===== src/rtl/fetch_if.sv =====
// Fetch-stage bus: hazard/branch controls in, instruction memory port, IF/ID register out.
interface fetch_if #(
  parameter int WIDTH            = 32,
  parameter int INSTRUCTIONWIDTH = 24
) ();
  logic                        stall;
  logic                        branch_taken;
  logic [WIDTH-1:0]            branch_target;
  logic [WIDTH-1:0]            imem_addr;
  logic [INSTRUCTIONWIDTH-1:0] imem_rdata;
  logic [INSTRUCTIONWIDTH-1:0] instr_d;
  logic [WIDTH-1:0]            pc_d;
  logic [WIDTH-1:0]            pcplus_d;
  logic                        valid_d;
  logic                        halted;
  logic                        fault;

  // master is the fetch unit itself
  modport master (
    input  stall, branch_taken, branch_target, imem_rdata,
    output imem_addr, instr_d, pc_d, pcplus_d, valid_d, halted, fault
  );

  modport slave (
    output stall, branch_taken, branch_target, imem_rdata,
    input  imem_addr, instr_d, pc_d, pcplus_d, valid_d, halted, fault
  );
endinterface


===== src/rtl/fetch_unit.sv =====
// Instruction-fetch stage: owns the PC, drives the instruction port combinationally
// and fills the IF/ID register, with stall, branch flush, halt and out-of-segment fault.
module fetch_unit #(
  parameter int                            WIDTH            = 32,
  parameter int                            INSTRUCTIONWIDTH = 24,
  parameter logic [WIDTH-1:0]              RESETPC          = '0,
  parameter int                            PCSTEP           = 1,
  parameter logic [INSTRUCTIONWIDTH-1:0]   HALTOP           = 24'hFFFFFF,
  parameter int                            IMEMLIMIT        = 16
) (
  input  logic     clk,
  input  logic     rst_n,
  fetch_if.master  bus
);

  typedef enum logic [1:0] {S_BOOT, S_FETCH, S_HALT, S_FAULT} state_t;

  state_t                      state_q, state_d;
  logic [WIDTH-1:0]            pc_q, pc_d;
  logic [INSTRUCTIONWIDTH-1:0] ifid_instr_q, ifid_instr_d;
  logic [WIDTH-1:0]            ifid_pc_q, ifid_pc_d;
  logic [WIDTH-1:0]            ifid_pcplus_q, ifid_pcplus_d;
  logic                        ifid_valid_q, ifid_valid_d;

  logic [WIDTH-1:0] pc_plus;
  logic             pc_oob;
  logic             is_haltop;

  assign pc_plus   = pc_q + WIDTH'(PCSTEP);
  assign pc_oob    = (pc_q >= WIDTH'(IMEMLIMIT));
  assign is_haltop = (bus.imem_rdata == HALTOP);

  always_ff @(posedge clk or negedge rst_n) begin
    if (!rst_n) begin
      state_q <= S_BOOT;
    end else begin
      state_q <= state_d;
    end
  end

  always_comb begin
    state_d = state_q;
    unique case (state_q)
      S_BOOT:  state_d = S_FETCH;
      S_FETCH: begin
        if (bus.branch_taken)  state_d = S_FETCH;
        else if (bus.stall)    state_d = S_FETCH;
        else if (pc_oob)       state_d = S_FAULT;
        else if (is_haltop)    state_d = S_HALT;
      end
      S_HALT, S_FAULT: begin
        if (bus.branch_taken)  state_d = S_FETCH;
      end
      default: state_d = S_BOOT;
    endcase
  end

  always_comb begin
    bus.halted = (state_q == S_HALT);
    bus.fault  = (state_q == S_FAULT);
  end

  // PC and IF/ID next-state; halt and fault keep the PC parked on the offending word
  always_comb begin
    pc_d          = pc_q;
    ifid_instr_d  = ifid_instr_q;
    ifid_pc_d     = ifid_pc_q;
    ifid_pcplus_d = ifid_pcplus_q;
    ifid_valid_d  = ifid_valid_q;
    unique case (state_q)
      S_BOOT: begin
        ifid_valid_d = 1'b0;
      end
      S_FETCH: begin
        if (bus.branch_taken) begin
          pc_d         = bus.branch_target;
          ifid_valid_d = 1'b0;
          ifid_instr_d = '0;
        end else if (bus.stall) begin
          pc_d = pc_q;
        end else if (pc_oob) begin
          ifid_valid_d = 1'b0;
        end else begin
          ifid_instr_d  = bus.imem_rdata;
          ifid_pc_d     = pc_q;
          ifid_pcplus_d = pc_plus;
          ifid_valid_d  = 1'b1;
          if (!is_haltop) pc_d = pc_plus;
        end
      end
      S_HALT, S_FAULT: begin
        if (bus.branch_taken) begin
          pc_d         = bus.branch_target;
          ifid_valid_d = 1'b0;
          ifid_instr_d = '0;
        end else if (!bus.stall) begin
          ifid_valid_d = 1'b0;
        end
      end
      default: begin
        ifid_valid_d = 1'b0;
      end
    endcase
  end

  always_ff @(posedge clk or negedge rst_n) begin
    if (!rst_n) begin
      pc_q          <= RESETPC;
      ifid_instr_q  <= '0;
      ifid_pc_q     <= '0;
      ifid_pcplus_q <= '0;
      ifid_valid_q  <= 1'b0;
    end else begin
      pc_q          <= pc_d;
      ifid_instr_q  <= ifid_instr_d;
      ifid_pc_q     <= ifid_pc_d;
      ifid_pcplus_q <= ifid_pcplus_d;
      ifid_valid_q  <= ifid_valid_d;
    end
  end

  assign bus.imem_addr = pc_q;
  assign bus.instr_d   = ifid_instr_q;
  assign bus.pc_d      = ifid_pc_q;
  assign bus.pcplus_d  = ifid_pcplus_q;
  assign bus.valid_d   = ifid_valid_q;

endmodule


===== src/flat_wrapper.sv =====
// flat-port wrapper written by rule: the top's interface ports become plain ports
module fetch_unit_flat 
#(
  parameter int                            WIDTH            = 32,
  parameter int                            INSTRUCTIONWIDTH = 24,
  parameter logic [WIDTH-1:0]              RESETPC          = '0,
  parameter int                            PCSTEP           = 1,
  parameter logic [INSTRUCTIONWIDTH-1:0]   HALTOP           = 24'hFFFFFF,
  parameter int                            IMEMLIMIT        = 16
)
  (clk, rst_n, bus_stall, bus_branch_taken, bus_branch_target, bus_imem_rdata, bus_imem_addr, bus_instr_d, bus_pc_d, bus_pcplus_d, bus_valid_d, bus_halted, bus_fault);
  fetch_if #(.WIDTH(WIDTH), .INSTRUCTIONWIDTH(INSTRUCTIONWIDTH)) bus_i ();
  input  logic clk;
  input  logic rst_n;
  input wire logic [$bits(bus_i.stall)-1:0] bus_stall;
  input wire logic [$bits(bus_i.branch_taken)-1:0] bus_branch_taken;
  input wire logic [$bits(bus_i.branch_target)-1:0] bus_branch_target;
  input wire logic [$bits(bus_i.imem_rdata)-1:0] bus_imem_rdata;
  output wire logic [$bits(bus_i.imem_addr)-1:0] bus_imem_addr;
  output wire logic [$bits(bus_i.instr_d)-1:0] bus_instr_d;
  output wire logic [$bits(bus_i.pc_d)-1:0] bus_pc_d;
  output wire logic [$bits(bus_i.pcplus_d)-1:0] bus_pcplus_d;
  output wire logic [$bits(bus_i.valid_d)-1:0] bus_valid_d;
  output wire logic [$bits(bus_i.halted)-1:0] bus_halted;
  output wire logic [$bits(bus_i.fault)-1:0] bus_fault;
  assign bus_i.stall = bus_stall;
  assign bus_i.branch_taken = bus_branch_taken;
  assign bus_i.branch_target = bus_branch_target;
  assign bus_i.imem_rdata = bus_imem_rdata;
  assign bus_imem_addr = bus_i.imem_addr;
  assign bus_instr_d = bus_i.instr_d;
  assign bus_pc_d = bus_i.pc_d;
  assign bus_pcplus_d = bus_i.pcplus_d;
  assign bus_valid_d = bus_i.valid_d;
  assign bus_halted = bus_i.halted;
  assign bus_fault = bus_i.fault;
  fetch_unit #(.WIDTH(WIDTH), .INSTRUCTIONWIDTH(INSTRUCTIONWIDTH), .RESETPC(RESETPC), .PCSTEP(PCSTEP), .HALTOP(HALTOP), .IMEMLIMIT(IMEMLIMIT)) u_core (.clk(clk), .rst_n(rst_n), .bus(bus_i));
endmodule

===== config.mk =====
export PLATFORM = sky130hd
export DESIGN_NAME = fetch_unit_flat
export DESIGN_NICKNAME = d
export VERILOG_FILES = /design/src/rtl/fetch_if.sv /design/src/rtl/fetch_unit.sv /design/src/flat_wrapper.sv
export SDC_FILE = /design/constraint.sdc
export NUM_CORES = 1
export LEC_CHECK = 0
export CAP_MARGIN = 20
export CORE_MARGIN = 5
export CORE_UTILIZATION = 38
export DETAILED_ROUTE_END_ITERATION = 12
export PLACE_DENSITY = 0.72
export SETUP_SLACK_MARGIN = 0.5
export SLEW_MARGIN = 20
export SYNTH_ARGS = -nofsm -noshare
export SYNTH_HDL_FRONTEND = slang
export SYNTH_SLANG_ARGS = --single-unit

===== constraint.sdc =====
create_clock -name clk -period 2.3 [get_ports clk]
set_input_delay 0.345 -clock clk [delete_from_list [all_inputs] [get_ports clk]]
set_output_delay 0.345 -clock clk [all_outputs]
set_load 0.02 [all_outputs]

==> impl_metrics.env, run 1 <==
export IMPL_synth_edf_count=0
export IMPL_yosysWarnings=0
export IMPL_avgRoutedWirePerCell_um=18.82
export IMPL_grt_usage=0.1975
export IMPL_leakagePower_nw=4.066
export IMPL_crit_path_start_kind="register"
export IMPL_numPortBuffers=182
export IMPL_synthDistinctLibCells=45
export IMPL_nFillCells=957
export IMPL_antennaDiodeCount=0
export IMPL_final_hold_violation_count=0
export IMPL_drtPass1Iterations=5
export IMPL_fin_total_pwr_mw=6.208
export IMPL_layout_common_cells="144 x clkdlybuf4s50_1, 104 x dfrtp_1, 39 x inv_1, 37 x nor2b_1, 37 x nand2_1"
export IMPL_drive_gt1_frac=0.2507
export IMPL_placed_area_um2=7381
export IMPL_synth_seq_cells=123
export IMPL_grt_start_max_net_pins=73
export IMPL_initial_core_util=0.3883
export IMPL_cp_arrival_ns=2.41
export IMPL_antenna_found_initial=1
export IMPL_rsz0062_at_grt="true"
export IMPL_cts_sinks=123
export IMPL_fin_crit_sh=0.9204
export IMPL_path_delay_family="simple AND/OR/NAND/NOR gates"
export IMPL_slew_headroom=0.7278
export IMPL_syn_cell_area_um2=5162
export IMPL_syn_instance_count=469
export IMPL_worstMarginPinSlew_ns=0.4083
export IMPL_finalWeightedCongestion=0.8021
export IMPL_max_freq_mhz=472.4
export IMPL_cp_slowest_stage_delay_ns=0.45
export IMPL_min_path_type="primary input to asynchronous set/reset pin"
export IMPL_top_level_ports=183
export IMPL_core_um2=13300
export IMPL_grt_pass1_vias=4696
export IMPL_cts_buffers=17
export IMPL_die_w_um=126.6
export IMPL_cp_end_kind="register"
export IMPL_final_nets=769
export IMPL_via_per_inst=5.036
export IMPL_critPathBufInv=4
export IMPL_vias=4502
export IMPL_finalSetupTns_ns=0
export IMPL_syn_nets=531
export IMPL_cts_clk_slew_worst_paths_ns=0.05
export IMPL_ant_nets=0
export IMPL_grt_ovfl_total=0
export IMPL_dp_hpwl_mm=10.44
export IMPL_ctsRootBufferMaster="clkbuf_16"
export IMPL_clk_latency_ns=0.41
export IMPL_rows=42
export IMPL_peakVddDrop_v=0.0004534
export IMPL_tritoncts="yes"
export IMPL_setup_viol=0
export IMPL_power_density_nw_per_um2=696.2
export IMPL_finalClockSkew_ns=0.008146
export IMPL_yosysSeqAreaShare=0.5962
export IMPL_grt_pass1_wl_mm=25.09
export IMPL_drt_iter0_markers=291
export IMPL_maxCapViolations=0
export IMPL_final_common_cell="clkdlybuf4s50_1"
export IMPL_fin_crit_ns=2.117
export IMPL_routed_wl_mm=16.83
export IMPL_stdcell_area_um2=8917
export IMPL_htreeDepth=4
export IMPL_cpMaxStageDelayCell="dfrtp_2"
export IMPL_critPathRequiredTime_ns=2.59
export IMPL_pre_cts_ws_ns=0.08811
export IMPL_die_area_um2=16020
export IMPL_clk_path_buf_depth=2
export IMPL_critPathMaxFanout=7
export IMPL_async_reset_ff_frac=1.000
export IMPL_status="finished, final reports clean"
export IMPL_synth_main_ff_cell="dfrtp_1"
export IMPL_dieHeight_um=126.6
export IMPL_synthToLayoutAreaGrowth_pct=72.73
export IMPL_drv_slew=0
export IMPL_drc=0
export IMPL_setup_slack_ns=0.1832
export IMPL_crit_top_cell="buf_12"
export IMPL_path_cells="nor4_4 > nand3_2 > buf_6 > a211oi_4 > o21a_4 > buf_12 > buf_12 > buf_16 > a21oi_2"
export IMPL_crit_type="register to register"
export IMPL_syn_avg_cell_area_um2=11.01
## registers in the layout, indices dropped and copies added (netlist names)
register	flops
u_core.bus.imem_addr	32
u_core.bus.pc_d	32
u_core.bus.pcplus_d	32
u_core.bus.instr_d	24
u_core.state_q	2
u_core.bus.valid_d	1
## final timing paths
kind | startpoint | end | slack, ns | cells past startpoint
setup / recovery | u_core.bus.imem_addr[12] | u_core.bus.imem_addr[14] | 0.18 | 9
hold / removal | rst_n | u_core.bus.pcplus_d[17] | 0.36 | 2
setup reg to reg | u_core.bus.imem_addr[12] | u_core.bus.imem_addr[14] | 0.18 | 9
hold reg to reg | u_core.bus.pcplus_d[15] | u_core.bus.pcplus_d[15] | 0.50 | 1
max in group asynchronous | rst_n | u_core.bus.imem_addr[5] | 1.22 | 3
min in group clk | u_core.bus.pcplus_d[15] | u_core.bus.pcplus_d[15] | 0.50 | 1
## power breakdown
part	switching (mW)	internal, mW	leakage [nW]
Clock	0.888	1.48	0.254
Sequential	0.182	2.32	1.59
Combinational	0.711	0.626	2.22
## layer usage
layer / GRT usage / part of all wire / vias to the layer above / routed length [µm]
met4: 0.08013 / 0.023 / 2 / 382
met3: 0.08701 / 0.087 / 34 / 1459
met1: 0.2390 / 0.39 / 2239 / 6581
met5: 0 / 0.00065 / - / 11
li1: - / - / 2060 / -
met2: 0.3095 / 0.50 / 167 / 8393
## cell families after synthesis
| kind of cell | count (synthesis) | share of synthesized area |
|---|---|---|
| buffers and inverters | 63 | 0.05211 |
| multiplexers | 32 | 0.06350 |
| XOR/XNOR | 3 | 0.005091 |
| AND/OR/NAND/NOR | 170 | 0.1796 |
| AO/OA/AOI/OAI | 76 | 0.09864 |
| adder cells (fa/ha/maj) | 2 | 0.004847 |
| flip-flops | 123 | 0.5962 |
## cell usage after synthesis (4+ instances only)
master | count | area [µm²]
mux2_1 | 6 | 67.56
o21ai_1 | 5 | 25.02
clkbuf_1 | 16 | 60.06
dfrtp_1 | 123 | 3078
a21oi_2 | 10 | 87.58
nor2_1 | 27 | 101.4
nor4_1 | 5 | 31.28
a31oi_1 | 4 | 25.02
buf_4 | 4 | 30.03
o21ai_0 | 18 | 90.09
a21oi_1 | 11 | 55.05
mux2i_1 | 26 | 260.3
nand2_1 | 37 | 138.9
nand3_1 | 19 | 95.09
nor2b_1 | 57 | 356.6
o22ai_1 | 9 | 56.30
nand4_1 | 10 | 62.56
inv_1 | 39 | 146.4
o22a_1 | 4 | 35.03
## final cells by class
cell class              instances  area [µm²]  area share
well taps                     176       220.2     0.02469
clock inverters                 2       10.01    0.001122
flip-flops and latches        123        3102      0.3478
multi-input cells             283        2206      0.2474
repair buffers                243        2726      0.3057
inverters                      39       146.4     0.01642
clock buffers                  28       506.7     0.05683
## through the flow
step	instances	hold slack, ns	util
after global routing	894	0.3838	0.6707
after floorplan	469	0.04941	-
final	894	0.3614	0.6707
after detailed placement	826	0.2439	0.5551
after CTS	880	0.3464	0.6309
after global placement	826	0.2364	0.5551
## timing repair
item / 4_1_cts / 5_1_grt
setup endpoints to repair: 146 / 135
gates cloned: 7 / 7
resized for setup: 58 / 81
setup buffers: 16 / 7
pin swaps: 8 / 9
hold endpoints to repair: 19 / 0
hold buffers: 1 / 0
No activity file was read; power rests on OpenSTA's default activity.
==> run 2: changes to the inputs <==
- CAP_MARGIN: 20 -> default
- CELL_PAD_IN_SITES_DETAIL_PLACEMENT: default -> 1
- CELL_PAD_IN_SITES_GLOBAL_PLACEMENT: default -> 1
- CORE_UTILIZATION: 38 -> 34
- PLACE_DENSITY: 0.72 -> 0.83
==> run 2 against run 1 <==
Compared with the run above: critical path type unchanged; die area up 11%; the run now ends with negative hold slack left; first-iteration DRC count decreased by 48%; non-clock buffer count decreased by 14; global-route usage is 0.25 points lower; cell area fell by 4.0%; highest routed layer is now met4.
==> impl_metrics.env, run 2 (synthesis gave the netlist of run 1 again) <==
export IMPL_htreeDepth=4
export IMPL_cp_arrival_ns=2.36
export IMPL_path_cells="nor4_4 > nand3_2 > buf_6 > nor4_4 > buf_4 > clkbuf_16 > mux2_4"
export IMPL_cts_buffers=17
export IMPL_via_per_inst=4.927
export IMPL_rsz0062_at_grt="true"
export IMPL_pwr_share_comb=0.195
export IMPL_clk_latency_ns=0.41
export IMPL_clkPwrFrac=0.407
export IMPL_cts_clk_slew_worst_paths_ns=0.05
export IMPL_clk_path_buf_depth=2
export IMPL_placed_cells=835
export IMPL_slew_headroom=0.5314
export IMPL_tritoncts="yes"
export IMPL_drtPass1Iterations=4
export IMPL_avgRoutedWirePerCell_um=20.09
export IMPL_layout_common_cells="146 x clkdlybuf4s50_1, 102 x dfrtp_1, 43 x nor2b_1, 39 x inv_1, 36 x nand2_1"
export IMPL_finalWeightedCongestion=0.8181
export IMPL_hold_buffers=0
export IMPL_final_core_util=0.5694
export IMPL_critPathMaxFanout=6
export IMPL_maxCapViolations=0
export IMPL_grt_usage=0.1950
export IMPL_drt_iter0_markers=152
export IMPL_p_sw_frac=0.2851
export IMPL_fin_crit_sh=0.8997
export IMPL_critPathRequiredTime_ns=2.59
export IMPL_dieHeight_um=133.2
export IMPL_drive_gt1_frac=0.2170
export IMPL_numPortBuffers=182
export IMPL_rows=45
export IMPL_initial_core_util=0.3434
export IMPL_antenna_found_initial=0
export IMPL_min_path_type="primary input to asynchronous set/reset pin"
export IMPL_cpMaxStageDelayCell="dfrtp_2"
export IMPL_top_level_ports=183
export IMPL_whs_ns=-0.01953
export IMPL_routed_wl_mm=17.94
export IMPL_finalClockSkew_ns=0.008908
export IMPL_setup_viol=0
export IMPL_crit_path_start_kind="register"
export IMPL_cp_end_kind="register"
export IMPL_die_area_um2=17750
export IMPL_fin_crit_ns=2.069
export IMPL_final_common_cell="clkdlybuf4s50_1"
export IMPL_finalSetupTns_ns=0
export IMPL_grt_pass1_wl_mm=27.66
export IMPL_core_um2=15030
export IMPL_status="finished with violations"
export IMPL_peakVddDrop_v=0.0004668
export IMPL_violations="negative hold slack"
export IMPL_grt_pass1_vias=5034
export IMPL_grt_start_max_net_pins=124
export IMPL_worstMarginPinSlew_ns=0.7029
export IMPL_critPathBufInv=3
export IMPL_fin_cells=893
export IMPL_dp_hpwl_mm=11.36
export IMPL_crit_top_cell="nor4_4"
export IMPL_path_delay_family="simple AND/OR/NAND/NOR gates"
export IMPL_cts_sinks=123
export IMPL_switchingPower_mw=1.820
export IMPL_grt_ovfl_total=0
export IMPL_synthToLayoutAreaGrowth_pct=65.80
export IMPL_power_density_nw_per_um2=745.7
export IMPL_drc=0
export IMPL_leakagePower_nw=3.922
export IMPL_ctsRootBufferMaster="clkbuf_16"
export IMPL_max_freq_mhz=483.2
export IMPL_ant_nets=0
export IMPL_drv_slew=0
export IMPL_vias=4400
export IMPL_cp_slowest_stage_delay_ns=0.44
export IMPL_final_hold_violation_count=4
export IMPL_intPower_mw=4.563
export IMPL_antennaDiodeCount=0
export IMPL_crit_type="register to register"
export IMPL_power_frac_seq=0.398
export IMPL_final_nets=755
export IMPL_die_w_um=133.2
run 2: area by class of cell:
type | instances | area, µm²
clock buffer | 23 | 478.0
fill | 1540 | 6474
tap | 188 | 235.2
multi-input combinational | 283 | 2085
timing repair buffer | 229 | 2419
sequential | 123 | 3104
clock inverter | 8 | 92.59
inverter | 39 | 146.4
run 2: stage by stage:
step	area, µm²	worst slack, ns	hold slack [ns]	power, mW
detailed placement	7373	0.02297	0.4866	3.748
floorplan	5233	0.2858	0.04941	3.092
CTS	8169	0.2635	0.07042	6.374
global route	8559	0.1229	0.07839	6.661
finish	8559	0.2306	-0.01953	6.383
global placement	7373	0.08565	0.4804	3.704
run 2: power by group through the flow:
stage               clock network, mW  registers (mW)  logic (mW)
detailed placement                  0            2.55        1.20
global placement                    0            2.54        1.16
floorplan                           0            2.68       0.414
finish                           2.60            2.54        1.25
CTS                              2.64            2.53        1.21
global route                     2.76            2.56        1.34
run 2: what timing repair did:
action / CTS / global route
gates cloned: 3 / 4
endpoints found under the setup margin: 145 / 135
gates resized for setup: 45 / 55
pin swaps: 5 / 5
setup buffers: 11 / 9
run 2: worst paths after layout:
| check | from | to | slack, ns | depth (start not counted) |
|---|---|---|---|---|
| hold reg to reg | u_core.bus.pc_d[20] | u_core.bus.pc_d[20] | 0.50 | 1 |
| hold / removal | rst_n | u_core.bus.imem_addr[24] | -0.02 | 2 |
| max in group asynchronous | rst_n | u_core.bus.imem_addr[4] | 1.70 | 2 |
| setup reg to reg | u_core.bus.imem_addr[26] | u_core.bus.pc_d[0] | 0.23 | 7 |
| min in group clk | u_core.bus.pc_d[20] | u_core.bus.pc_d[20] | 0.50 | 1 |
| setup / recovery | u_core.bus.imem_addr[26] | u_core.bus.pc_d[0] | 0.23 | 7 |
run 2: per-layer routing:
layer  track usage  share of wire  vias up
li1              -              -     2026
met1        0.2266           0.39     2200
met2        0.3330           0.52      151
met3       0.07628          0.075       23
met4       0.06057          0.017        0
met5             0              0        -
